## src/rtl/intt_pkg.sv

```systemverilog
// Shared constants for the INTT sequencer: FSM state encoding, modulus and default n^-1.
// The optional scaling pass is selected with the INTT_SCALE_EN macro in intt_sched.
package intt_pkg;

    localparam logic [2:0] IDLE   = 3'd0;
    localparam logic [2:0] RD     = 3'd1;
    localparam logic [2:0] SUM    = 3'd2;
    localparam logic [2:0] DIF    = 3'd3;
    localparam logic [2:0] SCL_RD = 3'd4;
    localparam logic [2:0] SCL_WR = 3'd5;
    localparam logic [2:0] DONE   = 3'd6;

    localparam int Q         = 257;
    localparam int N_INV_DEF = 225;

    // Width of the stage counter; kept at least one bit for tiny transforms.
    function automatic int stage_w(input int logn);
        return (logn > 1) ? $clog2(logn) : 1;
    endfunction

endpackage

```

## src/rtl/intt_addr_gen.sv

```systemverilog
// Gentleman-Sande butterfly index generator: maps (stage, butterfly) to the
// RAM pair (ia, ib) and the twiddle ROM index t.
module intt_addr_gen
    import intt_pkg::*;
#(
    parameter int LOGN = 3,
    parameter int SW   = stage_w(LOGN)
) (
    input  logic [SW-1:0]   stage,
    input  logic [LOGN-2:0] bf,
    output logic [LOGN-1:0] ia,
    output logic [LOGN-1:0] ib,
    output logic [LOGN-2:0] t
);

    logic [LOGN-1:0] bfx;
    logic [LOGN-1:0] hi_bit;
    logic [LOGN-1:0] lo_mask;

    // ia is bf with a zero spliced in at bit 'stage'; ib sets that bit.
    always_comb begin
        bfx     = {1'b0, bf};
        hi_bit  = LOGN'(1) << stage;
        lo_mask = hi_bit - LOGN'(1);
        ia      = ((bfx & ~lo_mask) << 1) | (bfx & lo_mask);
        ib      = ia | hi_bit;
        t       = (bf & lo_mask[LOGN-2:0]) << (SW'(LOGN - 1) - stage);
    end

endmodule

```

## src/rtl/intt_sched.sv

```systemverilog
// Sequencer for an in-place Gentleman-Sande inverse NTT driving an external PE,
// coefficient RAM and twiddle ROM. Define INTT_SCALE_EN to append the n^-1 scaling pass.
module intt_sched
    import intt_pkg::*;
#(
    parameter int W     = 9,
    parameter int LOGN  = 3,
    parameter int N_INV = N_INV_DEF
) (
    input  logic            clk,
    input  logic            rst_n,
    input  logic            start,
    output logic            busy,
    output logic            done,
    output logic [LOGN-1:0] rd_addr_a,
    output logic [LOGN-1:0] rd_addr_b,
    input  logic [W-1:0]    rd_data_a,
    input  logic [W-1:0]    rd_data_b,
    output logic [LOGN-2:0] tw_addr,
    input  logic [W-1:0]    tw_data,
    output logic            wr_en,
    output logic [LOGN-1:0] wr_addr,
    output logic [W-1:0]    wr_data,
    output logic [W-1:0]    pe_a,
    output logic [W-1:0]    pe_b,
    output logic [W-1:0]    pe_c,
    output logic            pe_sub,
    input  logic [W-1:0]    pe_s
);

    localparam int SW = stage_w(LOGN);

    logic [2:0]      state;
    logic [SW-1:0]   stage;
    logic [LOGN-2:0] bf;
    logic [LOGN-1:0] sk;
    logic [W-1:0]    ra, rb, rw;
    logic [LOGN-1:0] ia, ib;
    logic [LOGN-2:0] t;
    logic            last_bf, last_stage;

    intt_addr_gen #(.LOGN(LOGN), .SW(SW)) u_addr (
        .stage (stage),
        .bf    (bf),
        .ia    (ia),
        .ib    (ib),
        .t     (t)
    );

    assign last_bf    = &bf;
    assign last_stage = (stage == SW'(LOGN - 1));

    always_ff @(posedge clk or negedge rst_n) begin
        if (!rst_n) begin
            state <= IDLE;
            stage <= '0;
            bf    <= '0;
            sk    <= '0;
        end else begin
            case (state)
                IDLE: begin
                    if (start) begin
                        state <= RD;
                        stage <= '0;
                        bf    <= '0;
                    end
                end
                RD:  state <= SUM;
                SUM: state <= DIF;
                DIF: begin
                    // bf spans exactly NB values, so the increment wraps on its own.
                    bf <= bf + 1'b1;
                    if (!last_bf) begin
                        state <= RD;
                    end else if (!last_stage) begin
                        stage <= stage + 1'b1;
                        state <= RD;
                    end else begin
`ifdef INTT_SCALE_EN
                        sk    <= '0;
                        state <= SCL_RD;
`else
                        state <= DONE;
`endif
                    end
                end
                SCL_RD: state <= SCL_WR;
                SCL_WR: begin
                    sk    <= sk + 1'b1;
                    state <= (&sk) ? DONE : SCL_RD;
                end
                DONE:    state <= IDLE;
                default: state <= IDLE;
            endcase
        end
    end

    // The SUM write lands on ia only, so the pair captured here stays valid for DIF.
    always_ff @(posedge clk) begin
        if (state == SUM) begin
            ra <= rd_data_a;
            rb <= rd_data_b;
            rw <= tw_data;
        end
    end

    always_comb begin
        rd_addr_a = '0;
        rd_addr_b = '0;
        tw_addr   = '0;
        wr_en     = 1'b0;
        wr_addr   = '0;
        pe_a      = '0;
        pe_b      = '0;
        pe_c      = '0;
        pe_sub    = 1'b0;
        case (state)
            RD: begin
                rd_addr_a = ia;
                rd_addr_b = ib;
                tw_addr   = t;
            end
            SUM: begin
                pe_a    = rd_data_a;
                pe_b    = rd_data_b;
                pe_c    = W'(1);
                wr_en   = 1'b1;
                wr_addr = ia;
            end
            DIF: begin
                pe_a    = ra;
                pe_b    = rb;
                pe_c    = rw;
                pe_sub  = 1'b1;
                wr_en   = 1'b1;
                wr_addr = ib;
            end
            SCL_RD: rd_addr_a = sk;
            SCL_WR: begin
                pe_a    = rd_data_a;
                pe_c    = W'(N_INV);
                wr_en   = 1'b1;
                wr_addr = sk;
            end
            default: ;
        endcase
    end

    assign busy    = (state != IDLE);
    assign done    = (state == DONE);
    assign wr_data = pe_s;

endmodule

```

## config.mk

```make
export PLATFORM = sky130hd
export DESIGN_NAME = intt_sched
export DESIGN_NICKNAME = d
export VERILOG_FILES = /design/src/rtl/intt_pkg.sv /design/src/rtl/intt_addr_gen.sv /design/src/rtl/intt_sched.sv
export SDC_FILE = /design/constraint.sdc
export NUM_CORES = 1
export LEC_CHECK = 0
export ABC_AREA = 1
export BUFFER_PORTS_ARGS = -buffer_cell sky130_fd_sc_hd__buf_2
export CAP_MARGIN = 15
export CORE_UTILIZATION = 50
export DETAILED_ROUTE_END_ITERATION = 12
export HOLD_SLACK_MARGIN = 0.08
export PLACE_DENSITY = 0.84
export SETUP_SLACK_MARGIN = 0.05
export SKIP_CTS_REPAIR_TIMING = 1
export SLEW_MARGIN = 10
export SYNTH_ARGS = -nofsm -noshare
export SYNTH_HDL_FRONTEND = slang
export SYNTH_SLANG_ARGS = --single-unit
```

## constraint.sdc

```tcl
create_clock -name clk -period 4.3 [get_ports clk]
set_clock_uncertainty 0.05 [all_clocks]
set_input_delay 0.86 -clock clk [delete_from_list [all_inputs] [get_ports clk]]
set_output_delay 0.86 -clock clk [all_outputs]
set_load 0.05 [all_outputs]
```

==> results of run 1 <==
[flip-flops by register name, indices dropped and copies added, names as in the netlist]
name	cells
bf	2
ra	9
rb	9
rw	9
sk	3
stage	2
state	3
[final timing paths]
kind / start / to
setup / recovery: state[0] / pe_b[7]
hold / removal: rst_n / stage[1]
setup reg to reg: state[0] / bf[1]
hold reg to reg: sk[1] / sk[1]
max in group asynchronous: rst_n / state[1]
min in group clk: sk[1] / sk[1]
[area by class of cell]
class,instances,share of cell area [%]
Multi-Input combinational cell,132,28.9
Tap cell,48,2.49
Clock inverter,1,1.24
Sequential cell,37,43.9
Clock buffer,7,3.57
Inverter,27,4.19
Timing Repair Buffer,74,15.6
[metrics by stage]
stage / power, uW / instance area (um^2) / cells / util [%]
floorplan: 1640 / 1980 / 212 / -
global placement: 1860 / 2300 / 318 / 61.4
detailed placement: 1880 / 2300 / 318 / 61.4
CTS: 2190 / 2420 / 326 / 64.5
global route: 2310 / 2420 / 326 / 64.5
finish: 2190 / 2420 / 326 / 64.5
[power breakdown]
group / total, uW / switching, uW / internal (uW)
registers: 572 / 64.7 / 508
clock network: 311 / 122 / 189
logic: 1310 / 1010 / 293
total: 2190 / 1200 / 989
[logic make-up after synthesis]
family | share of synthesized area, %
XOR/XNOR | 0.441
AND/OR/NAND/NOR | 20.6
adder cells (fa/ha/maj) | 3.78
buffers and inverters | 11.3
flip-flops | 53.5
AO/OA/AOI/OAI | 10.5
[metal layers]
metal,vias to the layer above,share of wire [%],GRT usage [%]
met4,0,0.81,6.67
met1,799,45,27.7
li1,826,-,-
met5,-,0,0
met2,68,47,32.6
met3,5,7.6,5.46
[worst register-to-register path, delay by kind of cell, from the launching register on]
kind            cells  cell delay [ns]
flops               1             0.51
simple gates        2             0.51
compound gates      2             0.32
buf+inv             1             0.21
[placed cells by master, fill, tap and decap left out]
cell type	instances
nand2_2	3
ha_1	6
inv_2	5
clkbuf_8	6
o21ai_0	17
o22ai_1	1
buf_4	3
nand3b_1	1
nor2_2	1
clkbuf_1	1
inv_1	22
a22o_1	9
nor3_4	2
nor4_1	1
o211ai_1	3
xor2_1	1
nor3_1	2
edfxtp_1	27
nand3_1	8
bufinv_16	1
a21oi_1	2
nor2_1	13
dfrtp_1	10
nand3_2	1
nand4_1	1
o21ai_1	1
nand2_1	59
buf_2	71
==> reports/results.ini, run 1 <==
[logic_synthesis]
yosysSeqAreaShare_pct = 53.5
synthFlopType = edfxtp_1
syn_inst = 212
synth_fp_nets = 257
yosysTopAreaCellShare_pct = 40.9
synth.top_cells.by_count = nand2_1 (59), edfxtp_1 (27), inv_1 (22)
syn_area_um2 = 1980
async_flop_share_pct = 27.0
synth_top_cell_by_area = edfxtp_1
syn_avg_cell_area_um2 = 9.36
synth_most_common_cell = nand2_1
synth_edf_count = 27
yosys_warnings = 0
synthDistinctLibCells = 26
synth_seq_cells = 37
synthTopCellsByArea = edfxtp_1 (41%), dfrtp_1 (13%), nand2_1 (11%), buf_4 (4.5%), o21ai_0 (4.3%)

[sta]
slew_violations = 0
setup_viol = 0
fmax_mhz = 335
slew_headroom_pct = 65.3
fin_ws_ns = 1.32
period_share_pct = 69.4
fin_crit_ns = 2.98
hold_viol_final = 0
setup-tns-final_ns = 0
worst_pin_slew_ns = 0.520
fin_hold_ws_ns = 0.375
grt_setup_unrepaired = false

[power]
irDropWorstVdd_v = 0.000518
p_leak_uw = 0.00123
power.density_nw_per_um2 = 906

[run]
max_cap_violations = 0

[cts]
htree_levels = 2
cts.sinks = 37
tritoncts = yes
clk_latency_ns = 0.29
clockBufferDepth = 2
cts_root_buffer = clkbuf_8
clkSlewWorstSetupHoldPaths_ns = 0.07
numCtsBuffers = 5

[die]
ios = 90
rows = 22
die_h_um = 65
initial_core_util_pct = 53.0
coreArea_um2 = 3740
die_area_um2 = 4230
die_w_um = 65

[worst_setup_path]
cp.depth = 5
critPathMaxStageDelay_ns = 0.51
crit_path_cell_trace = nand2_2 > nor2_2 > buf_4 > a22o_1 > buf_2
criticalPathCategory = flop to output pin
cp-end-kind = output pin
cp_max_fo = 19
crit_buf_inv = 2
start_kind = flop
cp.arrival_ns = 2.07
regToRegSetupSlack_ns = 2.56
rr_worst_depth = 5
cp.required_ns = 3.39
cpLargestDelayFamily = buffers and inverters
slowest_stage = dfrtp_1

[grt]
overflow = 0
grt_usage_pct = 20.7
antenna_found_initial = 0
grt_pass1_vias = 1469
grt_pass1_wl_mm = 6.53
grt_max_degree = 31

[layout]
fill_cells = 331
multiInputGateArea_um2 = 699
num-nets-final = 322
drive_gt1_share_pct = 33.5
synthToLayoutAreaGrowth_pct = 21.8
regArea_um2 = 1060
antenna_cells = 0

[placed_design]
pre_cts_ws_ns = 1.63
port-buffer-count = 71
hpwl_mm = 2.98
routabilityCongestion = 0.836

[route]
wirelength_mm = 4.08
viasPerCell = 5.21
initialDrtViolationCount = 92
antenna_left = 0
vias = 1698
drt_drc_violations_left = 0
firstDrtPassIters = 4
wire_per_inst_um = 12.5

[outcome]
status = completed

[hold_path]
hold_path.class = input pin to async pin

Note: power is estimated with default switching activity, not from simulation.
==> inputs of run 2 (changes only) <==
- ABC_AREA: 1 -> 0
- CORE_UTILIZATION: 50 -> 43
- PLACE_DENSITY: 0.84 -> 0.76
- clock period: 4.3 -> 2.47 ns (I/O delays scaled with it)
==> reports/results.ini, run 2 <==
[outcome]
status = completed

[grt]
grt_pass1_wl_mm = 7.42
overflow = 0
grt_max_degree = 37
antenna_found_initial = 0
grt_usage_pct = 18.4
grt_pass1_vias = 1505

[route]
antenna_left = 0
firstDrtPassIters = 4
viasPerCell = 5.24
initialDrtViolationCount = 88
vias = 1682
wire_per_inst_um = 14.6
wirelength_mm = 4.69
drt_drc_violations_left = 0

[logic_synthesis]
synth_fp_nets = 232
async_flop_share_pct = 27.0
synth_top_family_by_area = compound AO/OA/AOI/OAI gates
syn_inst = 187
synth_edf_count = 27
syn_area_um2 = 2130
yosysSeqAreaShare_pct = 49.7
synth_most_common_cell = edfxtp_1
synth_seq_cells = 37
yosysTopAreaCellShare_pct = 38.0
synth.area.mux_share_pct = 6.21
synth-simple-area-share_pct = 14.2
synthDistinctLibCells = 45
yosys_warnings = 0
synth_top_cell_by_area = edfxtp_1
synthFlopType = edfxtp_1
synthTopCellsByArea = edfxtp_1 (38%), dfrtp_1 (12%), a22o_1 (8.2%), mux2i_1 (5.2%), buf_4 (4.6%)
synth_compound_area_share_pct = 17.4
synth_fa_ha_area_share_pct = 3.52
synth.top_cells.by_count = edfxtp_1 (27), a22o_1 (20), nor2_1 (14)
syn_avg_cell_area_um2 = 11.4
synth_xor_area_share_pct = 0.821

[sta]
period_share_pct = 95.6
setup-tns-final_ns = 0
slew_violations = 0
fin_crit_ns = 2.36
hold_viol_final = 0
grt_setup_unrepaired = false
slew_headroom_pct = 79.3
fin_hold_ws_ns = 0.332
worst_pin_slew_ns = 0.309
setup_viol = 0
fmax_mhz = 424

[worst_setup_path]
cp.arrival_ns = 1.82
r2r-start = bf[0]
cp_max_fo = 6
criticalPathCategory = flop to output pin
start_kind = flop
cp.required_ns = 1.93
regToRegSetupSlack_ns = 0.96
startpoint = stage[0]
slowest_stage = dfrtp_2
critPathMaxStageDelay_ns = 0.47
r2r_end = stage[1]
crit_path_cell_trace = inv_2 > ha_4 > mux2i_2 > a22o_1 > buf_2
cp-end-kind = output pin
rr_worst_depth = 4

[layout]
final_common_cell = buf_2
top_regs = ra (9), rb (9), rw (9)
final_cell_mix = buf_2 (63), edfxtp_1 (27), a22o_1 (20)
synthToLayoutAreaGrowth_pct = 27.8
drive_gt1_share_pct = 42.1
antenna_cells = 0
final_core_util_pct = 57.4
num-nets-final = 298
fill_cells = 439

[die]
die_w_um = 72.5
ios = 90
rows = 25
die_area_um2 = 5250
coreArea_um2 = 4750
die_h_um = 72.5
initial_core_util_pct = 44.9

[run]
max_cap_violations = 0

[hold_path]
hold_path.class = input pin to flop
min_from = tw_data[3]
hold_depth = 1
whs_endpoint = rw[3]

[cts]
clkSlewWorstSetupHoldPaths_ns = 0.07
cts.sinks = 37
cts_root_buffer = clkbuf_8
numCtsBuffers = 5
tritoncts = yes
htree_levels = 2
clk_latency_ns = 0.28
clockBufferDepth = 2

[placed_design]
hpwl_mm = 3.31
routabilityCongestion = 0.814
port-buffer-count = 71

run 2: cell types whose count changed after synthesis, sizes merged, moves of 5 or more:
cell	delta
a22o	+11
o21ai	-16
nand2b	+7
a21oi	+5
mux2i	+11
inv	-23
buf	+5
nand2	-54
nand3	-7
nor2b	+8
and3	+5
run 2: how the worst max path moves through the flow:
stage                    to  slack [ns]
2_1_floorplan    wr_addr[2]        0.05
3_3_place_gp   rd_addr_a[0]        0.22
3_5_place_dp   rd_addr_a[0]        0.18
4_1_cts        rd_addr_a[0]       -0.15
5_1_grt          wr_addr[1]        0.04
6_report         wr_addr[1]        0.11
run 2: stage by stage:
step / std cells / cell area [um^2] / setup WS (ns)
floorplan: 187 / 2150 / 0.0466
global placement: 310 / 2530 / 0.221
detailed placement: 310 / 2530 / 0.181
CTS: 318 / 2620 / -0.146
global route: 321 / 2730 / 0.0410
finish: 321 / 2730 / 0.109
run 2: logic make-up (layout without fill, tap and decap cells):
| kind of cell | after synthesis | after routing |
|---|---|---|
| flip-flops | 37 | 37 |
| AO/OA/AOI/OAI | 48 | 48 |
| multiplexers | 13 | 13 |
| AND/OR/NAND/NOR | 54 | 54 |
| buffers and inverters | 27 | 94 |
| adder cells (fa/ha/maj) | 6 | 6 |
| XOR/XNOR | 2 | 2 |
run 2: metal layers:
| layer | up-vias | GRT usage (%) | part of all wire, % |
|---|---|---|---|
| li1 | 825 | - | - |
| met2 | 55 | 30.1 | 52 |
| met1 | 798 | 24.2 | 43 |
| met5 | - | 0 | 0 |
| met4 | 0 | 6.32 | 0.81 |
| met3 | 4 | 3.89 | 4.3 |
run 2: layout make-up:
type                    count  area, um^2  area share, %
clock buffers               8        90.1           3.30
inverters                   4        15.0          0.550
multi-input cells         123         960           35.2
flip-flops and latches     37        1060           39.0
well taps                  67        83.8           3.07
repair buffers             82         514           18.9
run 2: worst max-delay path: cells and delay by family, from the launching register on:
kind            cells  cell delay (ns)
compound gates      1             0.18
fa+ha+maj           1             0.20
buf+inv             2             0.38
flops               1             0.47
mux                 1             0.30
Power of run 2 is not shown: default switching activity piles up to over one toggle a cycle in this logic, so the estimate is an artifact.
==> inputs of run 3 (changes only) <==
- SYNTH_HIERARCHICAL: not set -> 1
==> reports/results.ini, run 3 <==
[outcome]
status = completed

[logic_synthesis]
synth_seq_cells = 37
synth.area.mux_share_pct = 2.52
synth-simple-area-share_pct = 13.7
synth_fp_nets = 230
syn_area_um2 = 2080
synth_fa_ha_area_share_pct = 4.20
synth_compound_area_share_pct = 20.0
yosysTopAreaCellShare_pct = 38.9
syn_inst = 184
synthDistinctLibCells = 43
yosys_warnings = 6
synth_top_cell_by_area = edfxtp_1
synth_top_family_by_area = compound AO/OA/AOI/OAI gates
syn_avg_cell_area_um2 = 11.3
yosysSeqAreaShare_pct = 50.9
synth_xor_area_share_pct = 0.841
async_flop_share_pct = 27.0
synth.top_cells.by_count = edfxtp_1 (27), buf_4 (11)
synth_edf_count = 27
synthTopCellsByArea = edfxtp_1 (39%), dfrtp_1 (12%), a22o_1 (4.2%), ha_1 (4.2%), buf_4 (4.0%)
synth_most_common_cell = edfxtp_1
synthFlopType = edfxtp_1

[grt]
grt_max_degree = 26
antenna_found_initial = 0
grt_pass1_vias = 1480
grt_pass1_wl_mm = 6.69
grt_usage_pct = 16.6
overflow = 0

[placed_design]
routabilityCongestion = 0.803
hpwl_mm = 3.07
port-buffer-count = 71

[layout]
final_cell_mix = buf_2 (64), edfxtp_1 (27), buf_4 (15)
num-nets-final = 304
top_regs = ra (9), rb (9), rw (9)
antenna_cells = 0
final_common_cell = buf_2
synthToLayoutAreaGrowth_pct = 29.4
drive_gt1_share_pct = 44.0

[die]
coreArea_um2 = 4500
rows = 24
die_area_um2 = 5130
die_w_um = 71.6
ios = 90
initial_core_util_pct = 46.3
die_h_um = 71.6

[sta]
setup-tns-final_ns = 0
slew_violations = 0
hold_viol_final = 0
fin_crit_ns = 2.39
slew_headroom_pct = 70.7
setup_viol = 0
worst_pin_slew_ns = 0.439
period_share_pct = 96.8
fmax_mhz = 418
fin_hold_ws_ns = 0.340
grt_setup_unrepaired = true

[route]
wire_per_inst_um = 14.0
initialDrtViolationCount = 99
wirelength_mm = 4.35
firstDrtPassIters = 4
drt_drc_violations_left = 0
antenna_left = 0
viasPerCell = 5.32
vias = 1654

[hold_path]
hold_path.class = input pin to flop
min_from = tw_data[1]
whs_endpoint = rw[1]
hold_depth = 1

[worst_setup_path]
regToRegSetupSlack_ns = 0.87
crit_buf_inv = 2
cp.arrival_ns = 1.85
crit_path_cell_trace = inv_2 > ha_4 > xor2_1 > and2_1 > nand2b_1 > mux2i_1 > nor2b_2 > buf_6
critPathMaxStageDelay_ns = 0.43
cp-end-kind = output pin
cp.required_ns = 1.93
cpLargestDelayFamily = flip-flops
r2r-start = state[1]
criticalPathCategory = flop to output pin
rr_worst_depth = 4
cp_max_fo = 5
slowest_stage = dfrtp_1
start_kind = flop
r2r_end = stage[0]

[cts]
cts_root_buffer = clkbuf_8
tritoncts = yes
clkSlewWorstSetupHoldPaths_ns = 0.07
cts.sinks = 37
clockBufferDepth = 2
htree_levels = 2
clk_latency_ns = 0.27
numCtsBuffers = 5

[run]
max_cap_violations = 0

run 3: cell count changes after synthesis, moves of 5 or more:
| cell | previous run | this run |
|---|---|---|
| a22oi_1 | 0 | 10 |
| and2_1 | 1 | 6 |
| nor2_1 | 14 | 9 |
| o2bb2ai_1 | 3 | 9 |
| mux2i_1 | 11 | 3 |
| a22o_1 | 20 | 10 |
run 3: how the worst max path moves through the flow:
stage	from	to	slack (ns)	depth (start not counted)
6_report	stage[1]	rd_addr_a[2]	0.08	8
3_3_place_gp	state[2]	pe_a[6]	0.21	5
3_5_place_dp	stage[0]	rd_addr_a[2]	0.16	8
5_1_grt	stage[1]	rd_addr_a[2]	-0.02	8
2_1_floorplan	stage[0]	wr_addr[1]	0.1	6
4_1_cts	stage[0]	rd_addr_a[2]	-0.15	8
run 3: layout make-up:
cell class	count	area (um^2)
fillers	393	1810
multi-input cells	119	918
repair buffers	87	523
flip-flops and latches	37	1060
inverters	8	35.0
clock buffers	8	90.1
well taps	52	65.1
run 3: worst register-to-register path, stage by stage, from the launching register on:
cell and delay [ns]:
dfrtp_1 0.47, buf_4 0.22, or3b_2 0.51, a21oi_1 0.16, a311oi_1 0.06
run 3: layer usage:
| metal | vias up | part of all wire (%) | global-route usage, % |
|---|---|---|---|
| met5 | - | 0 | 0 |
| met4 | 0 | 0.74 | 5.66 |
| met3 | 6 | 5.2 | 3.94 |
| met2 | 60 | 48 | 25.1 |
| met1 | 761 | 46 | 23.6 |
| li1 | 827 | - | - |
run 3: cell families (layout without fill, tap and decap cells):
group,after synthesis,after routing
AOI/OAI and AO/OA,56,56
xor gates and xnor gates,2,2
adders and majority gates,7,7
buffers and inverters,28,103
DFF,37,37
muxes,5,5
and+or+nand+nor,49,49
run 3: through the flow:
| stage | util (%) | setup slack (ns) | cells | instance area, um^2 |
|---|---|---|---|---|
| floorplan | - | 0.0981 | 184 | 2100 |
| global placement | 54.5 | 0.214 | 295 | 2450 |
| detailed placement | 54.5 | 0.161 | 295 | 2450 |
| CTS | 56.5 | -0.153 | 303 | 2540 |
| global route | 59.8 | -0.0247 | 311 | 2700 |
| finish | 59.8 | 0.0786 | 311 | 2700 |
Power of run 3 is left out for the same reason.
